### src/rtl/snake_head_stepper_if.sv
// Handshake bundle between the direction/game-control side and the snake head stepper.
// The slave modport is the stepper's view; master is the controller or testbench view.
interface snake_head_stepper_if #(
  parameter int XW = 8,
  parameter int YW = 7
);
  logic          enable;
  logic          restart;
  logic [2:0]    dir_in;
  logic [XW-1:0] head_x;
  logic [YW-1:0] head_y;
  logic [2:0]    cur_dir;
  logic          step;
  logic          game_over;

  modport master (
    output enable, restart, dir_in,
    input  head_x, head_y, cur_dir, step, game_over
  );

  modport slave (
    input  enable, restart, dir_in,
    output head_x, head_y, cur_dir, step, game_over
  );
endinterface

### src/rtl/snake_head_stepper.sv
// Snake head stepper: divides clk into game ticks, advances the head, blocks reversals and
// detects wall hits. Define SNAKE_WRAP_AROUND_EN to make walls wrap instead of killing.
module snake_head_stepper #(
  parameter int XW       = 8,
  parameter int YW       = 7,
  parameter int X_MAX    = 159,
  parameter int Y_MAX    = 119,
  parameter int X_START  = 80,
  parameter int Y_START  = 60,
  parameter int TICK_DIV = 12500000
) (
  input  logic                  clk,
  input  logic                  reset_n,
  snake_head_stepper_if.slave   bus_if
);

  localparam int CW = (TICK_DIV > 2) ? $clog2(TICK_DIV) : 1;

  localparam logic [CW-1:0] CNT_LAST = CW'(TICK_DIV - 1);
  localparam logic [XW-1:0] X_LAST   = XW'(X_MAX);
  localparam logic [YW-1:0] Y_LAST   = YW'(Y_MAX);
  localparam logic [XW-1:0] X_HOME   = XW'(X_START);
  localparam logic [YW-1:0] Y_HOME   = YW'(Y_START);

  localparam logic [1:0] ST_IDLE = 2'd0;
  localparam logic [1:0] ST_RUN  = 2'd1;
  localparam logic [1:0] ST_DEAD = 2'd2;

  // Direction code: [2]=1 vertical ([1]=0 up, 1 down); [2]=0 horizontal ([0]=0 left, 1 right)
  localparam logic [2:0] DIR_RESET = 3'b000;

  logic [1:0]    state_q, state_d;
  logic [CW-1:0] cnt_q,   cnt_d;
  logic [XW-1:0] x_q,     x_d;
  logic [YW-1:0] y_q,     y_d;
  logic [2:0]    dir_q,   dir_d;
  logic          step_q,  step_d;
  logic          over_q,  over_d;

  logic          tick;
  logic [2:0]    acc_dir;
  logic [XW-1:0] nx;
  logic [YW-1:0] ny;

  function automatic logic is_reversal(input logic [2:0] req, input logic [2:0] cur);
    logic same_axis;
    logic sense_diff;
    same_axis  = (req[2] == cur[2]);
    sense_diff = req[2] ? (req[1] != cur[1]) : (req[0] != cur[0]);
    return same_axis && sense_diff;
  endfunction

`ifndef SNAKE_WRAP_AROUND_EN
  function automatic logic hits_wall(input logic [2:0] d, input logic [XW-1:0] x,
                                     input logic [YW-1:0] y);
    logic hit;
    if (d[2]) hit = d[1] ? (y == Y_LAST) : (y == '0);
    else      hit = d[0] ? (x == X_LAST) : (x == '0);
    return hit;
  endfunction
`endif

  function automatic logic [XW-1:0] next_x(input logic [2:0] d, input logic [XW-1:0] x);
    logic [XW-1:0] r;
    r = x;
    if (!d[2]) begin
      if (d[0]) r = (x == X_LAST) ? '0 : x + XW'(1);
      else      r = (x == '0) ? X_LAST : x - XW'(1);
    end
    return r;
  endfunction

  function automatic logic [YW-1:0] next_y(input logic [2:0] d, input logic [YW-1:0] y);
    logic [YW-1:0] r;
    r = y;
    if (d[2]) begin
      if (d[1]) r = (y == Y_LAST) ? '0 : y + YW'(1);
      else      r = (y == '0) ? Y_LAST : y - YW'(1);
    end
    return r;
  endfunction

  // dir_in only reaches registers, and only through the tick-qualified move logic
  assign tick    = (state_q == ST_RUN) && bus_if.enable && (cnt_q == CNT_LAST);
  assign acc_dir = is_reversal(bus_if.dir_in, dir_q) ? dir_q : bus_if.dir_in;
  assign nx      = next_x(acc_dir, x_q);
  assign ny      = next_y(acc_dir, y_q);

  always_comb begin
    state_d = state_q;
    cnt_d   = cnt_q;
    x_d     = x_q;
    y_d     = y_q;
    dir_d   = dir_q;
    step_d  = 1'b0;
    over_d  = over_q;

    if (bus_if.restart) begin
      state_d = ST_IDLE;
      cnt_d   = '0;
      x_d     = X_HOME;
      y_d     = Y_HOME;
      dir_d   = DIR_RESET;
      over_d  = 1'b0;
    end else begin
      case (state_q)
        ST_IDLE: begin
          cnt_d = '0;
          if (bus_if.enable) state_d = ST_RUN;
        end
        ST_RUN: begin
          if (tick) begin
            cnt_d = '0;
            dir_d = acc_dir;
`ifdef SNAKE_WRAP_AROUND_EN
            x_d    = nx;
            y_d    = ny;
            step_d = 1'b1;
`else
            if (hits_wall(acc_dir, x_q, y_q)) begin
              state_d = ST_DEAD;
              over_d  = 1'b1;
            end else begin
              x_d    = nx;
              y_d    = ny;
              step_d = 1'b1;
            end
`endif
          end else if (bus_if.enable) begin
            cnt_d = cnt_q + CW'(1);
          end
        end
        ST_DEAD: begin
          over_d = 1'b1;
        end
        default: begin
          state_d = ST_IDLE;
          cnt_d   = '0;
        end
      endcase
    end
  end

  always_ff @(posedge clk or negedge reset_n) begin
    if (!reset_n) begin
      state_q <= ST_IDLE;
      cnt_q   <= '0;
      x_q     <= X_HOME;
      y_q     <= Y_HOME;
      dir_q   <= DIR_RESET;
      step_q  <= 1'b0;
      over_q  <= 1'b0;
    end else begin
      state_q <= state_d;
      cnt_q   <= cnt_d;
      x_q     <= x_d;
      y_q     <= y_d;
      dir_q   <= dir_d;
      step_q  <= step_d;
      over_q  <= over_d;
    end
  end

  assign bus_if.head_x    = x_q;
  assign bus_if.head_y    = y_q;
  assign bus_if.cur_dir   = dir_q;
  assign bus_if.step      = step_q;
  assign bus_if.game_over = over_q;

endmodule

### src/flat_wrapper.sv
// flat-port wrapper written by rule: the top's interface ports become plain ports
module snake_head_stepper_flat 
#(
  parameter int XW       = 8,
  parameter int YW       = 7,
  parameter int X_MAX    = 159,
  parameter int Y_MAX    = 119,
  parameter int X_START  = 80,
  parameter int Y_START  = 60,
  parameter int TICK_DIV = 12500000
)
  (clk, reset_n, bus_if_enable, bus_if_restart, bus_if_dir_in, bus_if_head_x, bus_if_head_y, bus_if_cur_dir, bus_if_step, bus_if_game_over);
  snake_head_stepper_if #(.XW(XW), .YW(YW)) bus_if_i ();
  input  logic clk;
  input  logic reset_n;
  input wire logic [$bits(bus_if_i.enable)-1:0] bus_if_enable;
  input wire logic [$bits(bus_if_i.restart)-1:0] bus_if_restart;
  input wire logic [$bits(bus_if_i.dir_in)-1:0] bus_if_dir_in;
  output wire logic [$bits(bus_if_i.head_x)-1:0] bus_if_head_x;
  output wire logic [$bits(bus_if_i.head_y)-1:0] bus_if_head_y;
  output wire logic [$bits(bus_if_i.cur_dir)-1:0] bus_if_cur_dir;
  output wire logic [$bits(bus_if_i.step)-1:0] bus_if_step;
  output wire logic [$bits(bus_if_i.game_over)-1:0] bus_if_game_over;
  assign bus_if_i.enable = bus_if_enable;
  assign bus_if_i.restart = bus_if_restart;
  assign bus_if_i.dir_in = bus_if_dir_in;
  assign bus_if_head_x = bus_if_i.head_x;
  assign bus_if_head_y = bus_if_i.head_y;
  assign bus_if_cur_dir = bus_if_i.cur_dir;
  assign bus_if_step = bus_if_i.step;
  assign bus_if_game_over = bus_if_i.game_over;
  snake_head_stepper #(.XW(XW), .YW(YW), .X_MAX(X_MAX), .Y_MAX(Y_MAX), .X_START(X_START), .Y_START(Y_START), .TICK_DIV(TICK_DIV)) u_core (.clk(clk), .reset_n(reset_n), .bus_if(bus_if_i));
endmodule
### config.mk
export PLATFORM = sky130hd
export DESIGN_NAME = snake_head_stepper_flat
export DESIGN_NICKNAME = d
export VERILOG_FILES = /design/src/rtl/snake_head_stepper_if.sv /design/src/rtl/snake_head_stepper.sv /design/src/flat_wrapper.sv
export SDC_FILE = /design/constraint.sdc
export NUM_CORES = 1
export LEC_CHECK = 0
export CAP_MARGIN = 5
export CORE_MARGIN = 4
export CORE_UTILIZATION = 52
export DETAILED_ROUTE_END_ITERATION = 7
export GPL_ROUTABILITY_DRIVEN = 0
export GPL_TIMING_DRIVEN = 0
export PLACE_DENSITY = 0.75
export SYNTH_ARGS = -nofsm -noshare
export SYNTH_HDL_FRONTEND = slang
export SYNTH_SLANG_ARGS = --single-unit
### constraint.sdc
create_clock -name clk -period 2.4 [get_ports clk]
set_input_delay 0.36 -clock clk [delete_from_list [all_inputs] [get_ports clk]]
set_output_delay 0.36 -clock clk [all_outputs]
set_load 0.01 [all_outputs]
# After elaboration in Yosys (flattened, before gate mapping)
# Index checks and enable logic that the tools add are counted.
[word_totals]
register_bits = 46
latchBits = 0
ram_bits = 0
rom_bits = 0
input_bits = 7
output_inout_bits = 20
word_cells = 87
mem_count = 0
[classes]
add_sub_neg = 5
multipliers = 0
div_mod_pow = 0
n_lt_le_gt_ge = 0
n_eq_ne = 15
n_shift = 0
n_mux = 44
bitwise_logic = 0
reduce_logical = 16
[ops]
columns = ["op", "n"]
rows = [
  ["$mux W24", 3],
  ["$mux W8", 8],
  ["$mux W7", 8],
  ["$pmux W24 S2", 1],
  ["$add A24 B1 Y24 const B", 1],
  ["$eq A24 B24 Y1 const B", 1],
  ["$mux W1", 14],
  ["$mux W3", 4],
  ["$reduce_and A4 Y1", 3],
  ["$add A8 B1 Y8 const B", 1],
  ["$eq A8 B8 Y1 const B", 1],
  ["$logic_not A8 Y1", 1],
  ["$mux W2", 4],
  ["$sub A8 B1 Y8 const B", 1],
  ["$add A7 B1 Y7 const B", 1],
  ["$eq A7 B7 Y1 const B", 1],
  ["$logic_not A7 Y1", 1],
  ["$sub A7 B1 Y7 const B", 1],
  ["$ne A2 B2 Y1 const B", 3],
  ["$ne A3 B3 Y1 const B", 2],
  ["$pmux W2 S3", 1],
  ["$reduce_bool A2 Y1", 3],
  ["$ne A4 B3 Y1 const B", 1],
  ["$reduce_and A2 Y1", 2],
  ["10 further kinds", 13],
]

# Longest topological paths before layout
[depth]
word_depth = 13
mapped_depth = 9
depth_no_buf = 8

# Worst setup path after synthesis
# OpenSTA, ideal clock, no wires.
[synth_path]
path_type = "reg2reg"
startpoint = "register u_core.y_q[0], in the netlist u_core.bus_if.head_y[0]"
endpoint = "register u_core.y_q[4], in the netlist u_core.bus_if.head_y[4]"
setup_time_ns = 0.082
t_arrival_ns = 2.322
t_required_ns = 2.318
path_slack_ns = -0.004
stages_incl_launch_ff = 10
path_buffers = 1
synth_period_minus_slack_ns = 2.404
cell_sequence = "dfrtp_1 > inv_1 > ha_1 > or3b_1 > or4_1 > o21bai_1 > o2111a_1 > buf_2 > a211o_1 > o31a_1"
[synth_via]
elab_chain_len = 8
word_cells_on_any_way = 19
classes_between = "add/sub: 2; eq/ne: 2; mux: 13; reduce/logical: 2"
[synth_rtl]
columns = ["element", "line", "text"]
rows = [
  ["start, declared", "snake_head_stepper.sv:35", "logic [YW-1:0] y_q, y_d;"],
  ["start signal, assigned", "snake_head_stepper.sv:157", "y_q <= y_d;"],
  ["$sub A7 B1 Y7, or another cell as far along", "snake_head_stepper.sv:78", "else r = (y == '0) ? Y_LAST : y - YW'(1);"],
  ["$mux W7, or another cell as far along", "snake_head_stepper.sv:78", ""],
  ["$mux W7 / $mux W1 (equally long branches)", "snake_head_stepper.sv:77, snake_head_stepper.sv:57", ""],
  ["$mux W7 / $mux W1 (equally long branches)", "snake_head_stepper.sv:76, snake_head_stepper.sv:112", ""],
  ["$mux W7 / $mux W1 (equally long branches)", "snake_head_stepper.sv:120, snake_head_stepper.sv:106", ""],
  ["$mux W7 / $mux W1 (equally long branches)", "snake_head_stepper.sv:112, snake_head_stepper.sv:98", ""],
  ["$mux W7 / $ne A2 B2 Y1 (equally long branches)", "n/a", ""],
  ["$mux W7 / $reduce_and A4 Y1 (equally long branches)", "n/a", ""],
]
# Several ways; a longest one is shown, not always the timed one. The select of a mux whose other input is x is not followed.
# A chain may end at the register's enable or synchronous reset.

# Worst setup path in the final report
# Ends and elaborated chain as after synthesis.

==> impl_metrics.env <==
export IMPL_final_util_pct=65.7
export IMPL_clk_pin_slew_worst_paths_ps=100
export IMPL_fin_ws_ps=84.7
export IMPL_crit_buf_inv=1
export IMPL_remaining_drc_errors=0
export IMPL_vias_per_cell=5.85
export IMPL_htree_levels=2
export IMPL_vias=2654
export IMPL_clockBufferDepth=2
export IMPL_n_antenna_cell=0
export IMPL_die_height_um=83.9
export IMPL_worstPathArrival_ps=2550
export IMPL_path_class="reg2reg"
export IMPL_drtIter0Drc=157
export IMPL_cts_made_buffers=5
export IMPL_grt_util_all_layers_pct=20.1
export IMPL_slew_headroom_pct=62.2
export IMPL_synth_nets=347
export IMPL_first_pass_iters=4
export IMPL_initial_utilization_pct=54.1
export IMPL_crit_path_max_incr_delay_ps=430
export IMPL_worst_pin_slew_ps=566
export IMPL_ys_warn_count=0
export IMPL_dieArea_um2=7040
export IMPL_status="finished clean"
export IMPL_hold_viol=0
export IMPL_skew_ps=16.5
export IMPL_antenna_found_initial=0
export IMPL_setup_viol=0
export IMPL_slew_violations=0
export IMPL_coreArea_um2=5540
export IMPL_synthesis_area_um2=3000
export IMPL_grt_pass1_vias=2483
export IMPL_layout_drive_gt1_share_pct=19.1
export IMPL_worstPathCellList="inv_2 > ha_2 > or3b_4 > or4_4 > o21bai_4 > o2111a_2 > a211o_1 > o31a_1"
export IMPL_power_leakage_nw=1.44
export IMPL_hold_path_class="in2async"
export IMPL_die_w_um=83.9
export IMPL_fin_setup_tns_ps=0
export IMPL_io_buffers=26
export IMPL_start_kind="flop"
export IMPL_crit_slowest_cell="or4_4"
export IMPL_crit_path_end_kind="flop"
export IMPL_root_buffer="clkbuf_8"
export IMPL_place_ws_ps=-455
export IMPL_layout_commonest_cell="nor2_1"
export IMPL_netlist_cell_type_count=70
export IMPL_drv_cap=0
export IMPL_cts_tree="yes"
export IMPL_syn_inst=334
export IMPL_ys_seq_area_share_pct=38.7
export IMPL_overflow=0
export IMPL_mostFrequentLayoutCells="nor2_1 (45), dfrtp_1 (37), nand2_1 (30), clkdlybuf4s50_1 (23), buf_4 (19)"
export IMPL_clock_latency_ps=310
export IMPL_grt_max_degree=27
export IMPL_finalNetCount=394
export IMPL_cellPowerDensity_nw_per_um2=383
export IMPL_max_freq_ghz=0.432
export IMPL_critPathMaxFanout=8
export IMPL_synth_top_flop_cell="dfrtp_1"
export IMPL_wl_um=7100
export IMPL_drtAntennaViolNets=0
export IMPL_pin_count=27
export IMPL_ir_worst_vdd_v=0.000280
export IMPL_synth_edff_count=0
export IMPL_dpl_cell_area_um2=3360
export IMPL_std_cell_rows=27
export IMPL_path_delay_family="simple AND/OR/NAND/NOR gates"
export IMPL_required_ps=2630
export IMPL_wire_per_inst_um=15.6
export IMPL_synthArstFlopShare_pct=100
export IMPL_syn_area_per_cell_um2=8.97
export IMPL_grt_pass1_wl_um=11800
export IMPL_final_area_um2=3640
export IMPL_ys_seq_elements=46
export IMPL_post_route_min_period_ps=2320
export IMPL_dp_hpwl_um=4900
export IMPL_area_delta_synth_final_pct=21.6
export IMPL_finalCritPeriodShare_pct=96.5
export IMPL_cts_sinks=46
[metal layers]
metal,vias up,global-route usage (%),share of wire [%]
met5,-,0,0
met3,6,4.05,5.2
li1,1305,-,-
met4,0,5.12,1.1
met1,1274,27.6,47
met2,69,32.3,46
[power breakdown]
group | internal [mW] | switching, mW
clock | 0.208 | 0.276
combinational | 0.0497 | 0.0793
sequential | 0.777 | 0.00256
total | 1.04 | 0.358
[state kept, by name, indices dropped and copies added, names as in the netlist]
register                 flops
u_core.bus_if.cur_dir        3
u_core.bus_if.game_over      1
u_core.bus_if.head_x         8
u_core.bus_if.head_y         7
u_core.bus_if.step           1
u_core.cnt_q                24
u_core.state_q               2
[cell type report]
cell class	instances	area (um2)
tap	72	90.1
clock buffer	8	80.1
multi-input combinational	265	1780
timing repair buffer	43	400
fill	476	1900
inverter	7	31.3
sequential	46	1160
buffer	13	101
[cell usage after synthesis (all sizes together) (3+ instances only)]
cell      n  area [um2]
a211oi    3        22.5
a21oi     9        45.0
a31oi     4        25.0
and3      7        46.3
and4      4        36.3
buf       9        60.1
clkbuf    6        32.5
dfrtp    40        1000
dfstp     6         158
ha        6        75.1
inv       6        22.5
mux2i     7        70.1
nand2    30         113
nand3    11        55.1
nand3b    4        30.0
nand4    12        75.1
nand4b    3        26.3
nor2     47         179
nor2b     4        25.0
nor3     14        70.1
o2111ai   3        43.8
o211ai    4        30.0
o21ai    17        85.1
o31a      3        27.5
o31ai     3        22.5
or3       4        25.0
or3b      3        26.3
or4       4        33.8
xnor2    12         105
xor2     15         131
[through the flow]
step | power (mW) | instances | hold slack [ps]
detailed placement | 0.908 | 433 | 363
CTS | 1.40 | 448 | 23.8
global route | 1.45 | 454 | 47.3
finish | 1.39 | 454 | 10.8
global placement | 0.903 | 432 | 485
floorplan | 0.857 | 334 | 64.4
[worst reg2reg max path: stages, from the launching register on]
cell	delay [ps]
dfrtp_2	420
inv_2	70
ha_2	170
or3b_4	400
or4_4	440
o21bai_4	190
o2111a_2	200
a211o_1	270
o31a_1	100
[path summary, 6_finish.rpt]
kind	from	end	slack (ps)	cells past startpoint
min in group clk	bus_if_restart	u_core.bus_if.head_y[2]	540	3
max	u_core.bus_if.head_y[0]	u_core.bus_if.head_y[4]	80	8
max reg2reg	u_core.bus_if.head_y[0]	u_core.bus_if.head_y[4]	80	8
max in group asynchronous	reset_n	u_core.bus_if.head_y[4]	1780	2
min	reset_n	u_core.bus_if.head_x[1]	10	1
min reg2reg	u_core.bus_if.head_y[0]	u_core.bus_if.head_y[0]	550	3
[cell families (layout without fill, tap and decap cells)]
logic type	count (synthesis)	after routing	synth area share (%)
buffers and inverters	23	71	4.26
XOR/XNOR	27	27	7.89
AND/OR/NAND/NOR	157	157	27.6
flip-flops	46	46	38.7
adder cells (fa/ha/maj)	6	6	2.51
multiplexers	9	9	3.09
AO/OA/AOI/OAI	66	66	16.0
[what timing repair did]
item | in CTS | in global routing
setup endpoints to repair | 30 | 34
hold buffers | 0 | 0
pin swaps | 3 | 9
gates resized for setup | 11 | 21
buffers inserted | 8 | 8
Power figures use the tool's default switching activity.
